`config.mk`:
```
export PLATFORM = sky130hd
export DESIGN_NAME = debug_step_controller
export DESIGN_NICKNAME = d
export VERILOG_FILES = /design/src/rtl/debug_ctrl_pkg.sv /design/src/rtl/debug_cycle_counter.sv /design/src/rtl/debug_step_controller.sv
export SDC_FILE = /design/constraint.sdc
export NUM_CORES = 1
export LEC_CHECK = 0
export ABC_AREA = 1
export CAP_MARGIN = 20
export CORE_MARGIN = 2
export CORE_UTILIZATION = 47
export CTS_CLUSTER_SIZE = 30
export DETAILED_ROUTE_END_ITERATION = 12
export DONT_BUFFER_PORTS = 1
export PLACE_DENSITY = 0.67
export SETUP_SLACK_MARGIN = 0.1
export SYNTH_ARGS = -nofsm -noshare
export SYNTH_HDL_FRONTEND = slang
export SYNTH_SLANG_ARGS = --single-unit
```
`constraint.sdc`:
```
create_clock -name clock -period 1.5 [get_ports clock]
set_input_delay 0.3 -clock clock [delete_from_list [all_inputs] [get_ports clock]]
set_output_delay 0.3 -clock clock [all_outputs]
set_load 0.02 [all_outputs]
```
`src/rtl/debug_ctrl_pkg.sv`:
```
// Shared encodings for the debug step controller: FSM states, host command
// bytes and the cycle counter width.
package debug_ctrl_pkg;

    localparam int CNT_W = 32;

    typedef enum logic [2:0] {
        ST_IDLE = 3'd0,
        ST_RUN  = 3'd1,
        ST_STEP = 3'd2,
        ST_DUMP = 3'd3,
        ST_DONE = 3'd4
    } state_t;

    localparam logic [7:0] CMD_RUN   = 8'h63;
    localparam logic [7:0] CMD_STEP  = 8'h73;
    localparam logic [7:0] CMD_CLEAR = 8'h78;

endpackage

```
`src/rtl/debug_cycle_counter.sv`:
```
// Enabled-cycle counter for the debug controller. The watchdog compare exists
// only when DEBUG_CTRL_WATCHDOG_EN is defined; otherwise limit_hit is tied low.
module debug_cycle_counter
    import debug_ctrl_pkg::*;
#(
    parameter logic [CNT_W-1:0] MAX_CYCLES = 32'd100000
) (
    input  logic             clock,
    input  logic             reset,
    input  logic             increment,
    input  logic             clear,
    output logic [CNT_W-1:0] cycle_count,
    output logic             limit_hit
);

    localparam logic [CNT_W-1:0] ONE = 1;

    always_ff @(posedge clock or posedge reset) begin
        if (reset) begin
            cycle_count <= '0;
        end else if (clear) begin
            cycle_count <= '0;
        end else if (increment) begin
            cycle_count <= cycle_count + ONE;
        end
    end

`ifdef DEBUG_CTRL_WATCHDOG_EN
    // Flags the edge whose increment lands exactly on the limit.
    assign limit_hit = increment && ((cycle_count + ONE) == MAX_CYCLES);
`else
    assign limit_hit = 1'b0 & (MAX_CYCLES == '0);
`endif

endmodule

```
`src/rtl/debug_step_controller.sv`:
```
// Debug run/step/clear sequencer driving pipe_enable/pipe_reset and the dump
// handshake. Optional run watchdog: define DEBUG_CTRL_WATCHDOG_EN.
module debug_step_controller
    import debug_ctrl_pkg::*;
#(
    parameter logic [CNT_W-1:0] MAX_CYCLES = 32'd100000
) (
    input  logic             clock,
    input  logic             reset,
    input  logic             cmd_valid,
    input  logic [7:0]       cmd_code,
    output logic             cmd_ready,
    input  logic             eop_wb,
    output logic             pipe_enable,
    output logic             pipe_reset,
    output logic             dump_start,
    input  logic             dump_done,
    output logic [CNT_W-1:0] cycle_count,
    output logic [2:0]       state_out,
    output logic             eop_seen,
    output logic             timeout
);

    state_t state;
    logic   cmd_take;
    logic   do_clear;
    logic   limit_hit;

    assign cmd_ready = (state == ST_IDLE) || (state == ST_DONE);
    assign cmd_take  = cmd_valid && cmd_ready;
    assign do_clear  = cmd_take && (cmd_code == CMD_CLEAR);
    assign state_out = state;

    debug_cycle_counter #(
        .MAX_CYCLES (MAX_CYCLES)
    ) u_counter (
        .clock       (clock),
        .reset       (reset),
        .increment   (pipe_enable),
        .clear       (do_clear),
        .cycle_count (cycle_count),
        .limit_hit   (limit_hit)
    );

    always_ff @(posedge clock or posedge reset) begin
        if (reset) begin
            state       <= ST_IDLE;
            pipe_enable <= 1'b0;
            pipe_reset  <= 1'b0;
            dump_start  <= 1'b0;
            eop_seen    <= 1'b0;
            timeout     <= 1'b0;
        end else begin
            pipe_reset <= 1'b0;
            dump_start <= 1'b0;
            case (state)
                ST_IDLE: begin
                    if (cmd_take) begin
                        case (cmd_code)
                            CMD_RUN: begin
                                state       <= ST_RUN;
                                pipe_enable <= 1'b1;
                            end
                            CMD_STEP: begin
                                state       <= ST_STEP;
                                pipe_enable <= 1'b1;
                            end
                            CMD_CLEAR: begin
                                pipe_reset <= 1'b1;
                                eop_seen   <= 1'b0;
                                timeout    <= 1'b0;
                            end
                            default: ;
                        endcase
                    end
                end
                ST_RUN: begin
                    // Program end wins over a watchdog hit on the same edge.
                    if (eop_wb) begin
                        pipe_enable <= 1'b0;
                        eop_seen    <= 1'b1;
                        dump_start  <= 1'b1;
                        state       <= ST_DUMP;
                    end else if (limit_hit) begin
                        pipe_enable <= 1'b0;
                        timeout     <= 1'b1;
                        dump_start  <= 1'b1;
                        state       <= ST_DUMP;
                    end
                end
                ST_STEP: begin
                    pipe_enable <= 1'b0;
                    eop_seen    <= eop_wb;
                    dump_start  <= 1'b1;
                    state       <= ST_DUMP;
                end
                ST_DUMP: begin
                    if (dump_done) begin
                        state <= (eop_seen || timeout) ? ST_DONE : ST_IDLE;
                    end
                end
                ST_DONE: begin
                    if (do_clear) begin
                        pipe_reset <= 1'b1;
                        eop_seen   <= 1'b0;
                        timeout    <= 1'b0;
                        state      <= ST_IDLE;
                    end
                end
                default: begin
                    pipe_enable <= 1'b0;
                    state       <= ST_IDLE;
                end
            endcase
        end
    end

endmodule

```
==> results.yml, run 1 <==
power_and_ir_drop:
  ir_worst_vdd_mv: 0.859
  power.density_nw_per_um2: 1070
  p_leak_nw: 1.54
floorplanning:
  rows: 26
  io_pins: 54
  die_w_um: 75.7
  die_y_um: 75.7
  start_util_pct: 47.9
  dieArea_sq_um: 5730
  coreArea_sq_um: 5040
setup_path:
  slowest_stage: "dfrtp_2"
  r2r_setup_slack_ns: 0.09
  cp.arrival_ns: 1.59
  r2r-start: "u_counter.cycle_count[1]"
  startpoint_type: "register"
  cp-end-kind: "register"
  crit_path_frequent_cell: "nor2_4"
  cp-startpoint: "u_counter.cycle_count[1]"
  crit_path_max_fanout: 6
  crit_path_max_incr_delay_ns: 0.41
  worstPathCellList: "ha_4, nand2_4, nor2_4, nand3_4, nor2_4, nand3_2, nand2_1, nor2_1"
  path_class: "register to register"
  critical_path_required_ns: 1.68
min_path:
  hold_class: "input pin to asynchronous set/reset pin"
outcome:
  status: "completed"
final_layout:
  final_util_pct: 62.6
  num_antenna_cells: 0
  drive_gt1_share_pct: 31.7
  finalNetCount: 414
  instances_no_fill: 471
  fill_cells: 461
  fin_area_sq_um: 3160
  area_growth_pct: 30.7
sta:
  skew_ns: 0.00717
  tns_ns: 0
  worst_slew_pin_slew_ns: 0.519
  slew_violations: 0
  finalHoldViolCount: 0
  fmax_mhz: 711
  fin_crit_ns: 1.41
  finalSetupViolCount: 0
  post-route-period-util_pct: 93.7
  rsz0062_at_grt: "yes"
  fin_ws_ns: 0.0942
  max_slew_margin_pct: 65.4
clock_network:
  postCtsHoldBufs: 0
  root_buffer: "clkbuf_8"
  cts-buffers-inserted: 5
  clkSlewWorstSetupHoldPaths_ns: 0.08
  clock-sinks: 39
  tritoncts: "yes"
  clk_latency_ns: 0.29
  clock_path_buffers: 2
  h-tree-depth: 2
global_route:
  grt_pass1_vias: 2091
  grt_max_degree: 40
  grt_pass1_wl_um: 9550
  grt_usage_pct: 22.3
  grt_overflow: 0
  antenna_found_initial: 0
flow_run:
  drv_cap: 0
drt:
  drc: 0
  routed_via_density: 5.10
  dr.first_iter.drc_count: 167
  drt_first_pass_iters: 5
  routedWlPerCell_um: 13.4
  wl_um: 6310
  drtAntennaViolNets: 0
  dr_total_vias: 2400
placement:
  dp_hpwl_um: 4450
  portBuffers: 0
  dp.cells: 455
  gp_congestion: 0.886
  dpl_cell_area_sq_um: 2790
  dp_slack_ns: 0.0884
synthesis:
  synth-seq-area-share_pct: 40.4
  synth_seq_cells: 39
  ys_types: 27
  yosysWarnings: 0
  netlist_area_sq_um: 2410
  syn_inst: 348
  avgSynthCellArea_sq_um: 6.94
  syn-num-nets: 362
-- Yosys cell counts --
cell | instances | area, sq um
a31oi_1 | 1 | 6.26
nand4_1 | 8 | 50.1
and2_1 | 3 | 18.8
nand3_1 | 28 | 140
nand2_2 | 5 | 31.3
ha_1 | 1 | 12.5
or2_2 | 1 | 6.26
o21ai_1 | 4 | 20.0
nand2_1 | 86 | 323
nand3_2 | 4 | 40.0
nor3_1 | 7 | 35.0
o21ai_0 | 15 | 75.1
dfrtp_1 | 39 | 976
a21oi_1 | 19 | 95.1
a21oi_2 | 1 | 8.76
nor2_2 | 6 | 37.5
conb_1 | 1 | 3.75
nand3b_1 | 1 | 7.51
nor3_4 | 1 | 16.3
nor2_4 | 7 | 78.8
xor2_1 | 1 | 8.76
xnor2_1 | 1 | 8.76
inv_1 | 50 | 188
nor2_1 | 52 | 195
buf_2 | 2 | 10.0
inv_2 | 2 | 7.51
buf_4 | 2 | 15.0
-- power breakdown --
group	switching, mW	internal (mW)
clock network	0.372	0.420
registers	0.216	1.19
logic	0.728	0.458
-- final timing paths --
path,end,cells past startpoint
setup / recovery,u_counter.cycle_count[22],8
hold / removal,u_counter.cycle_count[28],2
setup reg to reg,u_counter.cycle_count[22],8
hold reg to reg,u_counter.cycle_count[13],1
max in group asynchronous,pipe_enable,2
min in group clock,state_out[1],2
-- stage by stage --
stage / hold slack [ns] / total power, mW
floorplan: 0.473 / 2.03
detailed placement: 0.351 / 2.38
global route: 0.0648 / 3.59
CTS: 0.0322 / 3.18
global placement: 0.351 / 2.36
finish: 0.0157 / 3.39
-- layout make-up --
type                    count  area [sq um]  share of cell area (%)
clock buffers               8           100                    3.17
inverters                  52           195                    6.19
multi-input cells         253          1410                    44.7
flip-flops and latches     39           986                    31.2
well taps                  70          87.6                    2.78
repair buffers             49           375                    11.9
-- sequential cells by signal, indices dropped and copies added (netlist names) --
name / flops
u_counter.cycle_count: 32
state_out: 3
dump_start: 1
eop_seen: 1
pipe_enable: 1
pipe_reset: 1
-- timing repair --
item,in CTS,in global routing
pin swaps,3,20
resized for setup,4,53
endpoints found under the setup margin,4,36
buffers inserted,1,7
-- logic make-up (layout without fill, tap and decap cells) --
group	Yosys count	after routing	share of synthesized area, %
compound gates	40	40	8.50
xor+xnor	2	2	0.726
fa+ha+maj	1	1	0.518
buf+inv	56	109	9.12
flops	39	39	40.4
other cells	1	1	0.155
simple gates	209	209	40.6
-- per-layer routing --
| layer | global-route usage, % | vias to the layer above | share of wire (%) |
|---|---|---|---|
| met2 | 36.5 | 67 | 50 |
| met3 | 5.69 | 7 | 5.4 |
| li1 | - | 1204 | - |
| met4 | 5.26 | 0 | 1.3 |
| met5 | 0 | - | 0 |
| met1 | 29.6 | 1122 | 44 |
-- worst max-delay path, delay by kind of cell, from the launching register on --
family / cells / cell delay (ns)
simple gates: 7 / 0.73
fa+ha+maj: 1 / 0.17
flops: 1 / 0.41
-- placed cells by master (no fill, tap or decap), drive strengths merged --
master and count:
nand2 91, nor2 65, inv 52, buf 49
dfrtp 39, nand3 32, a21oi 20, o21ai 19
nand4 8, clkbuf 8, nor3 8, and2 3
or2 1, a31oi 1, xor2 1, xnor2 1
nand3b 1, ha 1, conb 1
(Power assumes the default switching activity.)
==> run 2, diff against run 1 <==
Settings changed: CAP_MARGIN 20 to default.
==> results of run 2 <==
The final DEF is identical to that of run 1; final timing and power are the same.
==> run 3, diff against run 2 <==
Settings changed: SETUP_SLACK_MARGIN 0.1 to default.
==> results.yml, run 3 (synthesis gave the netlist of run 1 again) <==
sta:
  rsz0062_at_grt: "yes"
  slew_violations: 0
  fmax_mhz: 695
  fin_ws_ns: 0.0603
  fin_hold_ws_ns: 0.00913
  max_slew_margin_pct: 65.4
  post-route-period-util_pct: 96.0
  finalHoldViolCount: 0
  fin_crit_ns: 1.44
  finalSetupViolCount: 0
  tns_ns: 0
  skew_ns: 0.00665
  worst_slew_pin_slew_ns: 0.519
floorplanning:
  dieArea_sq_um: 5730
  io_pins: 54
  start_util_pct: 47.9
  coreArea_sq_um: 5040
  rows: 26
  die_w_um: 75.7
  die_y_um: 75.7
setup_path:
  cp-startpoint: "u_counter.cycle_count[1]"
  crit_path_end: "u_counter.cycle_count[20]"
  cp.depth: 7
  worstPathCellList: "ha_2, inv_1, nor2_2, nand3_2, nor2_4, nor2_1, nor3_1"
  worst-path-buf-inv: 1
  cp-end-kind: "register"
  crit_path_max_fanout: 7
  path_class: "register to register"
  r2r-start: "u_counter.cycle_count[1]"
  r2r_cells: 7
  r2r_end: "u_counter.cycle_count[20]"
  cp.arrival_ns: 1.65
  crit_path_max_incr_delay_ns: 0.39
  slowest_stage: "dfrtp_1"
  startpoint_type: "register"
  critical_path_required_ns: 1.71
  r2r_setup_slack_ns: 0.06
  cp_top_family: "simple AND/OR/NAND/NOR gates"
global_route:
  grt_overflow: 0
  antenna_found_initial: 0
  grt_pass1_vias: 2204
  grt_pass1_wl_um: 9940
  grt_max_degree: 40
  grt_usage_pct: 22.8
drt:
  routed_via_density: 5.06
  dr_total_vias: 2367
  routedWlPerCell_um: 13.3
  drtAntennaViolNets: 0
  drc: 0
  drt_first_pass_iters: 4
  dr.first_iter.drc_count: 93
  wl_um: 6210
final_layout:
  finalNetCount: 413
  largest_reg_flops: 32
  fill_cells: 484
  fin_area_sq_um: 2980
  regMostFlops: "u_counter.cycle_count"
  final_util_pct: 59.1
  drive_gt1_share_pct: 23.9
  instances_no_fill: 468
  area_growth_pct: 23.4
  mostFrequentLayoutCell: "nand2_1"
  layout_common_cells: "nand2_1, inv_1, buf_4"
  num_antenna_cells: 0
clock_network:
  cts-buffers-inserted: 5
  clk_latency_ns: 0.30
  tritoncts: "yes"
  root_buffer: "clkbuf_8"
  clock_path_buffers: 2
  h-tree-depth: 2
  clkSlewWorstSetupHoldPaths_ns: 0.08
  clock-sinks: 39
power_and_ir_drop:
  p_leak_nw: 1.51
  ir_worst_vdd_mv: 0.810
  power.density_nw_per_um2: 1040
  power.total_mw: 3.10
outcome:
  status: "completed"
placement:
  portBuffers: 0
  dp_slack_ns: 0.0422
  dp_hpwl_um: 4500
  dpl_cell_area_sq_um: 2790
  dp.cells: 455
  gp_congestion: 0.914
min_path:
  hold_class: "input pin to asynchronous set/reset pin"
flow_run:
  drv_cap: 0
run 3: cell types whose count changed in the layout (fill, tap and decap cells not counted), sizes merged:
cell    delta
clkbuf     -2
buf        -1
run 3: where the power goes:
part / total, mW / leakage, nW / internal (mW) / switching, mW
Clock: 0.682 / 0.0371 / 0.311 / 0.372
Sequential: 1.37 / 0.522 / 1.19 / 0.181
Combinational: 1.05 / 0.951 / 0.393 / 0.660
Total: 3.10 / 1.51 / 1.89 / 1.21
run 3: how the worst min path moves through the flow:
stage,to,depth (start not counted)
after global placement,u_counter.cycle_count[26],2
after floorplan,state_out[1],2
after global routing,u_counter.cycle_count[26],2
final,u_counter.cycle_count[28],2
after CTS,u_counter.cycle_count[26],2
after detailed placement,u_counter.cycle_count[26],2
run 3: area by class of cell:
class / instances / area [sq um] / share of cell area [%]
clock buffers: 6 / 72.6 / 2.44
inverters: 52 / 195 / 6.55
multi-input cells: 253 / 1280 / 43.1
flip-flops and latches: 39 / 980 / 32.9
well taps: 70 / 87.6 / 2.94
repair buffers: 48 / 360 / 12.1
run 3: timing repair:
item | CTS | global route
hold buffers | 0 | 0
endpoints found under the setup margin | 0 | 20
setup buffers | 0 | 7
gates resized for setup | 0 | 19
run 3: routing by layer:
layer / GRT usage, % / up-vias / share of wire (%)
met1: 29.9 / 1096 / 45
met3: 4.89 / 8 / 5.2
met4: 6.24 / 0 / 1.4
met5: 0 / - / 0
met2: 38.3 / 63 / 49
li1: - / 1200 / -
